**config.mk**
```make
export PLATFORM = sky130hd
export DESIGN_NAME = mem_lsu_master
export DESIGN_NICKNAME = d
export VERILOG_FILES = /design/src/rtl/mem_lsu_master.sv
export SDC_FILE = /design/constraint.sdc
export NUM_CORES = 1
export LEC_CHECK = 0
export BUFFER_PORTS_ARGS = -buffer_cell sky130_fd_sc_hd__buf_2
export CAP_MARGIN = 40
export CORE_MARGIN = 3
export CORE_UTILIZATION = 48
export DETAILED_ROUTE_END_ITERATION = 10
export PLACE_DENSITY_LB_ADDON = 0.3
export SLEW_MARGIN = 10
export SYNTH_ARGS = -nofsm -noshare
export SYNTH_HDL_FRONTEND = slang
export SYNTH_SLANG_ARGS = --single-unit
```
**constraint.sdc**
```tcl
create_clock -name clk -period 2.57 [get_ports clk]
set_input_delay 0.1285 -clock clk [delete_from_list [all_inputs] [get_ports clk]]
set_output_delay 0.1285 -clock clk [all_outputs]
set_load 0.005 [all_outputs]
```
**src/rtl/mem_lsu_master.sv**
```systemverilog
// Load/store requester for the word-addressed data memory: sub-word stores run as read-modify-write.
// Optional misalignment rejection is enabled by defining LSU_ALIGN_CHECK_EN.
module mem_lsu_master #(
  parameter int MEM_AW = 8
) (
  input  logic        clk,
  input  logic        rst_n,
  input  logic        req_valid,
  output logic        req_ready,
  input  logic        req_we,
  input  logic [1:0]  req_size,
  input  logic        req_signed,
  input  logic [31:0] req_addr,
  input  logic [31:0] req_wdata,
  output logic        rsp_valid,
  output logic [31:0] rsp_rdata,
  output logic        rsp_err,
  output logic        mem_we,
  output logic [31:0] mem_a,
  output logic [31:0] mem_wd,
  input  logic [31:0] mem_rd
);

  localparam logic [2:0] S_IDLE   = 3'd0;
  localparam logic [2:0] S_LOAD   = 3'd1;
  localparam logic [2:0] S_RMW_RD = 3'd2;
  localparam logic [2:0] S_WRITE  = 3'd3;
  localparam logic [2:0] S_RESP   = 3'd4;

  logic [2:0]        state;
  logic [1:0]        size_q;
  logic              signed_q;
  logic [1:0]        lane;
  logic [MEM_AW-1:0] idx;
  logic [31:0]       wbuf;

  logic [1:0]  req_sz;
  logic [1:0]  req_lane;
  logic        req_misaligned;
  logic [7:0]  rd_byte;
  logic [15:0] rd_half;
  logic [31:0] load_val;
  logic [31:0] merged;
  logic        unused_addr;

  assign unused_addr = ^req_addr[31:MEM_AW+2];

  // Size 11 behaves as a word; the lane drops address bits below the access size.
  always_comb begin
    req_sz   = (req_size == 2'b11) ? 2'b10 : req_size;
    req_lane = req_addr[1:0];
    case (req_sz)
      2'b00:   req_lane = req_addr[1:0];
      2'b01:   req_lane = {req_addr[1], 1'b0};
      default: req_lane = 2'b00;
    endcase
  end

`ifdef LSU_ALIGN_CHECK_EN
  assign req_misaligned = (req_sz == 2'b01) ? req_addr[0] :
                          (req_sz == 2'b10) ? (|req_addr[1:0]) : 1'b0;
`else
  assign req_misaligned = 1'b0;
`endif

  always_comb begin
    rd_byte = mem_rd[{lane, 3'b000} +: 8];
    rd_half = lane[1] ? mem_rd[31:16] : mem_rd[15:0];
    case (size_q)
      2'b00:   load_val = {{24{signed_q & rd_byte[7]}}, rd_byte};
      2'b01:   load_val = {{16{signed_q & rd_half[15]}}, rd_half};
      default: load_val = mem_rd;
    endcase
    merged = mem_rd;
    if (size_q == 2'b00)
      merged[{lane, 3'b000} +: 8] = wbuf[7:0];
    else
      merged[{lane[1], 4'b0000} +: 16] = wbuf[15:0];
  end

  always_ff @(posedge clk) begin
    if (!rst_n) begin
      state     <= S_IDLE;
      size_q    <= 2'b00;
      signed_q  <= 1'b0;
      lane      <= 2'b00;
      idx       <= '0;
      wbuf      <= 32'd0;
      rsp_rdata <= 32'd0;
      rsp_err   <= 1'b0;
    end else begin
      case (state)
        S_IDLE: begin
          if (req_valid) begin
            size_q   <= req_sz;
            signed_q <= req_signed;
            lane     <= req_lane;
            idx      <= req_addr[MEM_AW+1:2];
            wbuf     <= req_wdata;
            if (req_misaligned) begin
              rsp_err   <= 1'b1;
              rsp_rdata <= 32'd0;
              state     <= S_RESP;
            end else if (!req_we) begin
              state <= S_LOAD;
            end else if (req_sz == 2'b10) begin
              state <= S_WRITE;
            end else begin
              state <= S_RMW_RD;
            end
          end
        end
        S_LOAD: begin
          rsp_rdata <= load_val;
          rsp_err   <= 1'b0;
          state     <= S_RESP;
        end
        S_RMW_RD: begin
          wbuf  <= merged;
          state <= S_WRITE;
        end
        S_WRITE: begin
          rsp_rdata <= 32'd0;
          rsp_err   <= 1'b0;
          state     <= S_RESP;
        end
        S_RESP:  state <= S_IDLE;
        default: state <= S_IDLE;
      endcase
    end
  end

  // Write enable is gated by reset so a reset landing in WRITE never touches memory.
  assign mem_we    = (state == S_WRITE) & rst_n;
  assign mem_wd    = (state == S_WRITE) ? wbuf : 32'd0;
  assign mem_a     = {{(32-MEM_AW){1'b0}}, idx};
  assign req_ready = (state == S_IDLE);
  assign rsp_valid = (state == S_RESP);

endmodule

```
; Yosys cells after proc, flatten, opt, wreduce, memory -nomap -nowiden
; Index checks and enable logic that the tools add are counted.
[word_totals]
reg_bits = 80
inputBits = 103
out_inout_bits = 100
[classes]
n_addsub = 2
n_eq_ne = 9
shift = 5
n_mux = 15
bitwise_logic = 3
n_reduce_logical = 8
[ops]
columns = cell, count
row1 = one-hot mux 32 bit (2 select lines), 3
row2 = two-way mux 32 bit, 3
row3 = bitwise mux 32 bit, 2
row4 = variable shift 16 x 7 -> 32 bit (first input constant), 1
row5 = variable shift 8 x 7 -> 32 bit (first input constant), 1
row6 = variable part select 16 x 7 -> 32 bit, 1
row7 = variable part select 32 x 6 -> 8 bit, 1
row8 = variable part select 8 x 7 -> 32 bit, 1
row9 = two-way mux 16 bit, 1
row10 = negation 5 -> 7 bit, 2
row11 = one-hot mux 3 bit (3 select lines), 1
row12 = == test 3 x 2 -> 1 bit (second input constant), 2
row13 = == test 2 x 1 -> 1 bit (second input constant), 2
row14 = == test 2 bit (second input constant), 2
row15 = zero test 2 bit, 2
row16 = two-way mux 2 bit, 2
row17 = one-hot mux 2 bit (2 select lines), 1
row18 = AND reduction 2 bit, 2
row19 = nonzero test 2 bit, 2
row20 = AND 1 bit, 3
row21 = == test 3 x 1 -> 1 bit (second input constant), 1
row22 = == test 3 bit (second input constant), 1
row23 = zero test 3 bit, 1
row24 = two-way mux 3 bit, 1
row25 = other kinds (3), 3

; Longest topological paths before layout
; Gate-level depths: netlist of the first run.
[depth]
ltp_word = 7
depth_mapped = 9
ltp_nobuf = 6

; Least setup slack after synthesis of the first run
; OpenSTA, ideal clock, no wires.
[synth_path]
path_kind = flip-flop to flip-flop
from = reg lane[1]
to = reg wbuf[0]
arrival_time_ns = 1.997
required_time_ns = 2.484
setup_slack_ns = 0.487
path_stages_with_launch = 10
n_path_buf = 3
synth_period_minus_slack_ns = 2.083
path_cell_list = dfxtp_1 > buf_2 > inv_1 > ha_1 > or3b_2 > a21o_1 > buf_2 > and2_1 > buf_2 > a211oi_1
[synth_between]
elab_chain_cells = 5
word_cells_on_any_way = 10
[synth_rtl]
columns = element, line_no
row1 = "start, declared", 33  ; logic [1:0] lane;
row2 = "start signal, assigned", 97  ; lane <= req_lane;
row3 = "negation 5 -> 7 bit, on equally long branches", "78, 76"
row4 = "variable part select 16 x 7 -> 32 bit, or another cell as far along", 78  ; merged[{lane[1], 4'b0000} +: 16] = wbuf[15:0];
row5 = "bitwise mux 32 bit, on equally long branches", "78, 76"
row6 = two-way mux 32 bit *, 75  ; if (size_q == 2'b00)
row7 = one-hot mux 32 bit (2 select lines) *, 92  ; case (state)
row8 = "end signal, assigned", 99  ; wbuf <= req_wdata;
row9 = "end signal, assigned", 119  ; wbuf <= merged;
row10 = "end, declared", 35  ; logic [31:0] wbuf;
; Mark *: on every way between the ends. The rest lies on a longest branch, timed or not.
; A chain may end at the register's enable or synchronous reset.

; Worst setup path after layout of the first run
[layout_path]
from = reg state[2]
to = reg rsp_rdata[31]
[layout_between]
elab_chain_cells = 2
word_cells_on_any_way = 4
[layout_rtl]
columns = element, line_no
row1 = "start, declared", 30  ; logic [2:0] state;
row2 = "start signal, assigned", 83  ; state <= S_IDLE;
row3 = "start signal, assigned", 103  ; state <= S_RESP;
row4 = "start signal, assigned", 105  ; state <= S_LOAD;
row5 = == test 3 x 2 -> 1 bit or == test 3 x 1 -> 1 bit (tied branches), 92
row6 = one-hot mux 32 bit (2 select lines) or nonzero test 2 bit (tied branches), n/a
row7 = "end signal, assigned", 114  ; rsp_rdata <= load_val;
row8 = "end, declared", 16  ; output logic [31:0] rsp_rdata,
; Several ways; a longest one is shown, not always the timed one.

==> results of run 1 <==
## per-stage QoR
step | util (%) | cells | setup slack (ns)
after global routing | 61.74 | 788 | 0.09163
after detailed placement | 58.18 | 768 | 0.3677
after global placement | 58.18 | 768 | 0.4204
final | 61.74 | 788 | 0.3003
after floorplan | - | 559 | 0.4871
after CTS | 61.74 | 788 | 0.3250
## cells in the mapped netlist, drive strengths merged
cell,instances,area (sq um)
buf,39,292.8
nor3,4,25.02
a2111oi,1,27.53
o21ai,74,374.1
a211oi,8,60.06
a221oi,8,70.07
or2b,1,7.510
a22o,1,8.760
a31oi,16,100.1
mux2,8,90.09
inv,4,15.01
nor2b,19,118.9
or4b,1,13.76
o221a,1,11.26
mux2i,1,10.01
a222oi,7,70.07
conb,1,3.750
or2,1,6.260
or3,2,12.51
nor3b,5,58.80
a221o,16,172.7
nor2,7,26.28
and3b,1,8.760
dfxtp,80,1602
nand3,2,10.01
and3,33,206.5
or3b,2,17.52
nand2,58,217.7
o21bai,2,15.01
o221ai,1,8.760
o21a,1,7.510
nand2b,10,62.56
a21o,1,7.510
and2,4,25.03
a32o,8,80.08
nor4,3,63.81
a22oi,8,60.06
a21oi,56,280.3
a2bb2oi,1,8.760
clkbuf,30,112.6
nand3b,4,30.03
ha,5,62.56
## worst max-delay path, cell delays in order (launching register included)
cell	delay (ns)
dfxtp_1	0.48
nor2b_1	0.25
buf_4	0.31
nand3b_1	0.33
a2111oi_4	0.44
buf_4	0.27
a221o_1	0.13
## logic make-up after synthesis
family,after synthesis,share of synthesized area [%]
DFF,80,35.89
AOI/OAI and AO/OA,210,30.54
adders and majority gates,5,1.402
and+or+nand+nor,157,20.42
muxes,9,2.243
other,1,0.08405
buffers and inverters,73,9.422
## layout make-up
type	instances	area, sq um	share of cell area [%]
clock inverters	5	128.9	2.348
repair buffers	175	938.4	17.10
well taps	108	135.1	2.462
clock buffers	10	137.6	2.507
inverters	4	15.01	0.2735
flip-flops and latches	80	1602	29.18
multi-input cells	406	2532	46.14
## power by group
group          internal (mW)  switching, mW
Combinational          0.241          0.347
Sequential              1.34          0.102
Clock                  0.767          0.490
## what timing repair did
item	CTS	global route
hold buffers	5	0
gates resized for setup	0	0
hold endpoints to repair	5	0
## cells in the final DEF, fill, tap and decap left out, types with 3 or more instances in the layout
| cell | instances |
|---|---|
| and2_1 | 3 |
| o21ai_0 | 73 |
| a21oi_1 | 56 |
| mux2_2 | 8 |
| nor2_1 | 6 |
| clkbuf_8 | 10 |
| ha_1 | 5 |
| inv_1 | 4 |
| dlygate4sd3_1 | 5 |
| a211oi_1 | 8 |
| nand2_1 | 58 |
| a221o_1 | 6 |
| nor4_4 | 3 |
| buf_2 | 155 |
| nor2b_1 | 19 |
| nand3b_1 | 4 |
| bufinv_16 | 4 |
| nand2b_1 | 10 |
| a22oi_1 | 8 |
| a221o_2 | 10 |
| and3_1 | 33 |
| buf_4 | 15 |
| dfxtp_1 | 80 |
| nor3_1 | 3 |
| a222oi_1 | 7 |
| a31oi_1 | 16 |
| a221oi_1 | 8 |
| conb_1 | 25 |
| a32o_1 | 8 |
## state kept, by name, indices dropped and copies added, names as in the netlist
| signal | cells |
|---|---|
| idx | 8 |
| rsp_rdata | 32 |
| size_q | 2 |
| signed_q | 1 |
| wbuf | 32 |
| lane | 2 |
| state | 3 |
## worst paths after layout
| check | end | slack (ns) | depth (start not counted) |
|---|---|---|---|
| worst max-delay path | rsp_rdata[31] | 0.30 | 6 |
| worst min-delay path | idx[1] | 0.006 | 3 |
| worst max register to register | rsp_rdata[31] | 0.30 | 6 |
| worst min register to register | idx[0] | 0.46 | 2 |
## routing by layer
layer  share of wire, %  global-route usage (%)
met4                2.5                   9.687
met2                 43                   40.08
met5                  0                       0
met1                 43                   40.51
met3                 12                   5.666
==> summary.md, run 1 <==
| Metric | Value |
|---|---|
| Outcome | completed |
| Post-route minimum period | 2.270 ns |
| Core Footprint | 8891 sq um |
| Final total power | 3.283 mW |
| Area of the die | 10490 sq um |
| Clk buf depth | 2 |
| GP Congestion | 0.9200 |
| Area after DPL | 5172 sq um |
| Final slew viol count | 0 |
| Clock root buffer master | clkbuf_8 |
| Clock Sinks | 80 |
| CP required | 2.87 ns |
| DRC | 0 |
| Vias in the first global route | 4253 |
| Initial DRC count | 416 |
| Share of layout cells above drive strength 1 | 31.91% |
| Element type at the critical path end | flop |
| Post-route ant nets | 0 |
| Lkg Pwr | 2.499 nW |
| # fillers | 815 |
| First-pass GRT wire length | 22440 um |
| Synth cell types | 52 |
| Final Routed Wirelength | 14760 um |
| H-tree Lvls | 3 |
| GR Util All Layers | 27.61% |
| Element type at the critical path start | flop |
| Syn_area_per_cell | 8.340 sq um |
| Worst skew pair latency | 0.36 ns |
| Crit path arrival time | 2.57 ns |
| Measured slew at the worst slew-check pin | 0.8120 ns |
| Fmax | 440.6 MHz |
| Postcts setup bufs | 0 |
| First-pass DRT Iterations | 6 |
| Initial core utilization | 50.18% |
| Worst Setup SP | state[2] |
| N_diodes | 0 |
| RSZ-0062 raised after global routing | no |
| Routed len/inst | 18.73 um |
| Cell area after layout | 5489 sq um |
| TritonCTS clock tree | yes |
| Area Overhead vs Synth | 23.02% |
| Fin. Hold Viols | 0 |
| Net count reported at finish | 784 |
| Final setup vio count | 0 |
| Period utilization | 88.31% |
| Worst min-delay path class | primary input to flop |
| Sequential area share after synthesis | 35.89% |
| Clock Skew | 0.01050 ns |
| Sum Neg Setup Slack | 0 ns |
| Hpwl dp | 10860 um |
| Max_cap viols | 0 |
| Initial antenna violation count | 0 |
| CP Class | flop to flop |
| CTS Buf Count | 9 |
| Clock slew at reported path FFs | 0.08 ns |
| Die Wd | 102.4 um |
| Worst hold start | req_addr[3] |
| Slew headroom | 45.84% |
| Hold_ws | 0.006353 ns |
| Total I/O pin count | 203 |
| FP Rows | 34 |
| Critical path fanouts, max | 36 |
| Startpoint of the worst register-to-register path | state[2] |
| Largest net degree at the start of global routing | 57 |
| Max VDD drop | 0.3551 mV |
| Warnings from Yosys | 0 |
| Cell Pwr Density | 598.0 nW/um^2 |
| Synthesized cell area | 4462 sq um |
| Die height | 102.4 um |
| Avg Vias per Cell | 5.999 |
| Final global-route overflow total | 0 |
| Seq cells post-synth | 80 |
| Vias | 4727 |
| Cells after Synth | 535 |
| I/O Buffers | 155 |
No activity file was read; power rests on OpenSTA's default activity.
==> run 2: changes to the inputs <==
- CORE_UTILIZATION: 48 -> 51
- clock period: 2.57 -> 2.7 ns (I/O delays scaled with it)
==> run 2 against run 1 <==
Clock-buffer cell count stayed put. Critical endpoint is now rsp_rdata[25]. Cell count is 0.51% lower. Setup slack worse by 0.013 ns. Clock power is 24% lower.
==> summary.md, run 2 (synthesized netlist as in run 1, its figures left out) <==
| Metric | Value |
|---|---|
| Outcome | completed |
| Initial DRC count | 363 (-13%) |
| Reg2reg setup slack | 0.29 ns (about the same) |
| FP Rows | 33 (-2.9%) |
| Worst hold start | req_addr[8] |
| Measured slew at the worst slew-check pin | 0.8529 ns (+0.04091 ns) |
| Max VDD drop | 0.3640 mV (+2.5%) |
| RSZ-0062 raised after global routing | no |
| Share of layout cells above drive strength 1 | 32.11% (+0.19 points) |
| Slew headroom | 43.11% (-2.7 points) |
| Routed len/inst | 18.63 um (-0.54%) |
| Die height | 99.54 um (-2.8%) |
| CP required | 3.01 ns (+0.14 ns) |
| Vias in the first global route | 4204 (-1.2%) |
| Leading cell type in the layout, fill and taps excluded | buf_2 |
| Post-route minimum period | 2.413 ns (+0.1432 ns) |
| Postcts setup bufs | 0 (unchanged) |
| Net count reported at finish | 782 (-0.26%) |
| Final setup vio count | 0 (unchanged) |
| Max_cap viols | 0 (unchanged) |
| Initial antenna violation count | 0 (unchanged) |
| Sum Neg Setup Slack | 0 ns (unchanged) |
| Clk buf depth | 2 (unchanged) |
| Worst Setup SP | state[2] |
| Clock Sinks | 80 (unchanged) |
| Initial core utilization | 53.50% (+3.3 points) |
| Crit path max-delay cell type | and2_0 |
| Lkg Pwr | 2.462 nW (-1.4%) |
| CP bufs+invs | 0 (-2) |
| Cell family with most CP delay | simple AND/OR/NAND/NOR gates |
| First-pass GRT wire length | 22460 um (about the same) |
| Clock root buffer master | clkbuf_8 |
| Element type at the critical path start | flop |
| CP Class | flop to flop |
| Crit path arrival time | 2.72 ns (+0.15 ns) |
| Core Footprint | 8341 sq um (-6.2%) |
| Slowest Stage Delay on Critical Path | 0.77 ns (+0.29 ns) |
| Hold buffers post-CTS | 2 (-3) |
| Post-CTS sizing | 0 (unchanged) |
| Fin. Hold Viols | 0 (unchanged) |
| H-tree Lvls | 3 (unchanged) |
| Post-place setup slack | 0.3474 ns (-0.02031 ns) |
| Most frequent cells in the layout | buf_2 (155), dfxtp_1 (80), o21ai_0 (73) |
| Final Routed Wirelength | 14600 um (-1.0%) |
| Final slew viol count | 0 (unchanged) |
| Area Overhead vs Synth | 21.28% |
| First-pass DRT Iterations | 5 (-1) |
| I/O Buffers | 155 (unchanged) |
| Die Wd | 99.54 um (-2.8%) |
| Startpoint of the worst register-to-register path | state[2] |
| Hold_ws | 0.008624 ns (+0.002271 ns) |
| Cell Pwr Density | 532.7 nW/um^2 (-11%) |
| Area of the die | 9907 sq um (-5.5%) |
| Total I/O pin count | 203 (unchanged) |
| Critical path fanouts, max | 16 (-56%) |
| TritonCTS clock tree | yes |
| Vias | 4694 (-0.70%) |
| Largest net degree at the start of global routing | 54 (-5.3%) |
| Fmax | 414.4 MHz (-5.9%) |
| Crit path depth | 4 (-2) |
| CP Cell Sequence | nor2b_1, nor3b_2, and2_0, a221o_2 |
| Period utilization | 89.37% (+1.1 points) |
| Worst skew pair latency | 0.36 ns (about the same) |
| Final global-route overflow total | 0 (unchanged) |
| Hold Path Cell Cnt | 3 (unchanged) |
| Clock Skew | 0.007250 ns (-0.003247 ns) |
| Slack of the critical path | 0.2871 ns (-0.01323 ns) |
| GR Util All Layers | 28.22% (+0.61 points) |
| N_diodes | 0 (unchanged) |
| Clock slew at reported path FFs | 0.09 ns (about the same) |
| Biggest registers after layout | rsp_rdata: 32 flops, wbuf: 32 flops, idx: 8 flops |
| Reg2reg path depth | 4 (-2) |
| Hpwl dp | 10810 um (-0.42%) |
| Final total power | 2.882 mW (-12%) |
| CTS Buf Count | 9 (unchanged) |
| Worst min-delay path class | primary input to flop |
| Element type at the critical path end | flop |
| Avg Vias per Cell | 5.987 (-0.19%) |
| DRC | 0 (unchanged) |
| GP Congestion | 0.9575 (+4.1%) |
| Layout Utilization | 64.88% (+3.1 points) |
| Post-route ant nets | 0 (unchanged) |
## run 2: changes by cell type in the layout (fill, tap and decap cells not counted)
cell,change
inv_8,+1
clkinvlp_4,+1
bufinv_16,-3
dlygate4sd3_1,-2
inv_6,+2
## run 2: path summary, 6_finish.rpt
| check | to |
|---|---|
| min reg2reg | idx[6] |
| max reg2reg | rsp_rdata[25] |
| max | rsp_rdata[25] |
| min | idx[6] |
## run 2: worst register-to-register path: cells and delay by family, from the launching register on
kind	cells	cell delay (ns)
flip-flops	1	0.47
AO/OA/AOI/OAI	1	0.29
AND/OR/NAND/NOR	3	1.61
## run 2: power breakdown
| group | switching [mW] | internal (mW) | total, mW |
|---|---|---|---|
| combinational | 0.330 | 0.229 | 0.560 |
| sequential | 0.0954 | 1.27 | 1.37 |
| clock | 0.489 | 0.467 | 0.957 |
## run 2: per-layer routing
layer  wire length, um  global-route usage, %  vias up
li1                  -                      -     2216
met1              6164                  39.48     2145
met2              6515                  43.85      304
met3              1632                  5.891       29
met4               290                  8.403        0
met5                 0                      0        -
## run 2: layout make-up
cell class	count	area, sq um
inverter	4	15.01
clock inverter	6	75.07
multi-input combinational	406	2532
sequential	80	1602
timing repair buffer	173	918.4
clock buffer	10	137.6
fill	752	2929
tap	105	131.4
## run 2: through the flow
step	cells	cell area, sq um
6_report	784	5411
5_1_grt	784	5411
4_1_cts	783	5401
3_5_place_dp	765	5169
3_3_place_gp	765	5169
2_1_floorplan	559	4552
==> run 3: changes to the inputs <==
--- a/config.mk
+++ b/config.mk
@@ -11,4 +11,5 @@
 export CORE_UTILIZATION = 51
 export DETAILED_ROUTE_END_ITERATION = 10
+export MAX_ROUTING_LAYER = met4
 export PLACE_DENSITY_LB_ADDON = 0.3
 export SLEW_MARGIN = 10
==> constraint.sdc (replaced) <==
create_clock -name clk -period 2.7 [get_ports clk]
set_input_delay 0 -clock clk [delete_from_list [all_inputs] [get_ports clk]]
set_output_delay 0 -clock clk [all_outputs]
set_load 0.005 [all_outputs]
==> run 3 against run 2 <==
Sequential power about the same. Clock-buffer cell count unchanged. Register-to-register slack worse by 0.18 ns. Via count up 7.1%. Sequential share of layout area down 2.6 points. Total power up 4.6%. Clock skew up 0.0043 ns. Clock power up 6%. Routed wire length up 11%. Fmax down 6.8%. Cell count up 6.4%. Largest cell class unchanged.
==> summary.md, run 3 (synthesized netlist as in run 1, its figures left out) <==
| Metric | Value |
|---|---|
| Share of layout cells above drive strength 1 | 30.59% (-1.5 points) |
| Clk buf depth | 2 (unchanged) |
| Worst min-delay path class | primary input to flop |
| Placed cell count | 767 (+0.26%) |
| Initial DRC count | 391 (+7.7%) |
| Worst skew pair latency | 0.36 ns (about the same) |
| Post-route ant nets | 0 (unchanged) |
| Critical path fanouts, max | 16 (unchanged) |
| Reg2reg end | rsp_rdata[16] |
| FP Rows | 33 (unchanged) |
| Biggest registers after layout | rsp_rdata: 32 flops, wbuf: 32 flops, idx: 8 flops |
| Worst hold start | mem_rd[5] |
| CP required | 2.99 ns (-0.02 ns) |
| Fin. Hold Viols | 0 (unchanged) |
| GR Util All Layers | 32.69% (+4.5 points) |
| GP Congestion | 0.9348 (-2.4%) |
| Net count reported at finish | 832 (+6.4%) |
| Startpoint of the worst register-to-register path | state[2] |
| Max_cap viols | 0 (unchanged) |
| # fillers | 666 (-11%) |
| CP Class | flop to flop |
| Total I/O pin count | 203 (unchanged) |
| Period utilization | 95.88% (+6.5 points) |
| Finished Layout Cells | 834 (+6.4%) |
| Largest net degree at the start of global routing | 54 (unchanged) |
| Fmax | 386.3 MHz (-6.8%) |
| Crit path arrival time | 2.88 ns (+0.16 ns) |
| Routed len/inst | 19.42 um (+4.2%) |
| H-tree Lvls | 3 (unchanged) |
| Cell Pwr Density | 508.8 nW/um^2 (-4.5%) |
| Slowest Stage Delay on Critical Path | 0.82 ns (+0.05 ns) |
| Met3 Use GR | 6.732% (+0.84 points) |
| Area Overhead vs Synth | 32.87% |
| Met1 Usage GRT | 41.48% (+2.0 points) |
| Element type at the critical path end | flop |
| Most frequent cells in the layout | buf_2 (155), dfxtp_1 (80), o21ai_0 (73) |
| Slew headroom | 39.73% (-3.4 points) |
| CTS Buf Count | 9 (unchanged) |
| Element type at the critical path start | flop |
| Vias in the first global route | 4763 (+13%) |
| Max VDD drop | 0.3685 mV (+1.2%) |
| M2 GR Usage | 49.59% (+5.7 points) |
| Initial core utilization | 53.50% (unchanged) |
| Crit path max-delay cell type | and2_0 |
| Clock root buffer master | clkbuf_8 |
| Avg Vias per Cell | 6.025 (+0.63%) |
| DRC | 0 (unchanged) |
| Measured slew at the worst slew-check pin | 0.9036 ns (+0.05069 ns) |
| Outcome | completed |
| Area of the multi-input gates | 2541 sq um (+0.35%) |
| Initial antenna violation count | 0 (unchanged) |
| CP Cell Sequence | nor2b_1, nor3b_2, and2_0, a221o_1 |
| RSZ-0062 raised after global routing | no |
| Leading cell type in the layout, fill and taps excluded | buf_2 |
| Vias | 5025 (+7.1%) |
| Clock Sinks | 80 (unchanged) |
| Sum Neg Setup Slack | 0 ns (unchanged) |
| Reg2reg path depth | 4 (unchanged) |
| TritonCTS clock tree | yes |
| Area of the die | 9907 sq um (unchanged) |
| Clock slew at reported path FFs | 0.08 ns (about the same) |
| FF/Latch Area | 1602 sq um (unchanged) |
| First-pass DRT Iterations | 5 (unchanged) |
| Final global-route overflow total | 0 (unchanged) |
| Die height | 99.54 um (unchanged) |
| Hold Path End | rsp_rdata[5] |
| First-pass GRT wire length | 24970 um (+11%) |
| GR peak layer | met2 |
| Final Routed Wirelength | 16190 um (+11%) |
| N_diodes | 0 (unchanged) |
| Die Wd | 99.54 um (unchanged) |
| Final slew viol count | 0 (unchanged) |
| Post-route minimum period | 2.589 ns (+0.1758 ns) |
| Hpwl dp | 10790 um (-0.20%) |
| Clock Skew | 0.01156 ns (+0.004307 ns) |
| Hold Path Cell Cnt | 3 (unchanged) |
| Reg2reg setup slack | 0.11 ns (-0.18 ns) |
| Core Footprint | 8341 sq um (unchanged) |
| Final setup vio count | 0 (unchanged) |
| Layout Utilization | 71.08% (+6.2 points) |
| I/O Buffers | 155 (unchanged) |
| Lkg Pwr | 2.688 nW (+9.2%) |
## run 3: routing by layer
| metal | part of all wire (%) | vias to the layer above |
|---|---|---|
| li1 | - | 2308 |
| met3 | 11 | 60 |
| met2 | 46 | 343 |
| met4 | 4.2 | 0 |
| met1 | 39 | 2314 |
| met5 | 0 | - |
## run 3: how the worst max path moves through the flow
stage	from	slack (ns)	depth (start not counted)	endpoint
after floorplan	lane[1]	0.62	9	wbuf[0]
after global placement	state[2]	0.46	4	rsp_rdata[28]
after detailed placement	state[2]	0.29	4	rsp_rdata[16]
after CTS	state[1]	0.02	5	wbuf[10]
after global routing	state[2]	0.02	4	rsp_rdata[16]
final	state[2]	0.11	4	rsp_rdata[16]
## run 3: area by class of cell
| cell class | instances | share of cell area, % |
|---|---|---|
| clock buffer | 10 | 2.322 |
| sequential | 80 | 27.02 |
| clock inverter | 6 | 1.520 |
| tap | 105 | 2.216 |
| inverter | 4 | 0.2533 |
| multi-input combinational | 406 | 42.87 |
| timing repair buffer | 223 | 23.81 |
## run 3: per-stage QoR
| stage | cell area (sq um) | hold WS (ns) | setup WS, ns | power [mW] |
|---|---|---|---|---|
| global placement | 5184 | 0.2401 | 0.4593 | 1.920 |
| floorplan | 4552 | 0.1360 | 0.6171 | 1.731 |
| CTS | 5912 | 0.0003776 | 0.01881 | 2.985 |
| detailed placement | 5184 | 0.2469 | 0.2861 | 1.934 |
| finish | 5928 | 0.004899 | 0.1113 | 3.016 |
| global route | 5928 | 0.04701 | 0.02143 | 3.147 |
## run 3: where the power goes
group	internal (mW)	switching (mW)	leakage [nW]	total, mW
Sequential	1.27	0.0962	0.655	1.37
Clock	0.549	0.461	0.113	1.01
Combinational	0.284	0.355	1.92	0.639
## run 3: critical path, delay by kind of cell, from the launching register on
family / cells / cell delay, ns
and+or+nand+nor: 3 / 1.76
AOI/OAI and AO/OA: 1 / 0.30
DFF: 1 / 0.47
## run 3: what timing repair did
| item | CTS | global route |
|---|---|---|
| setup endpoints to repair | 0 | 5 |
| hold buffers | 50 | 0 |
| resized for setup | 0 | 3 |
| setup buffers | 0 | 1 |
| hold endpoints to repair | 48 | 0 |
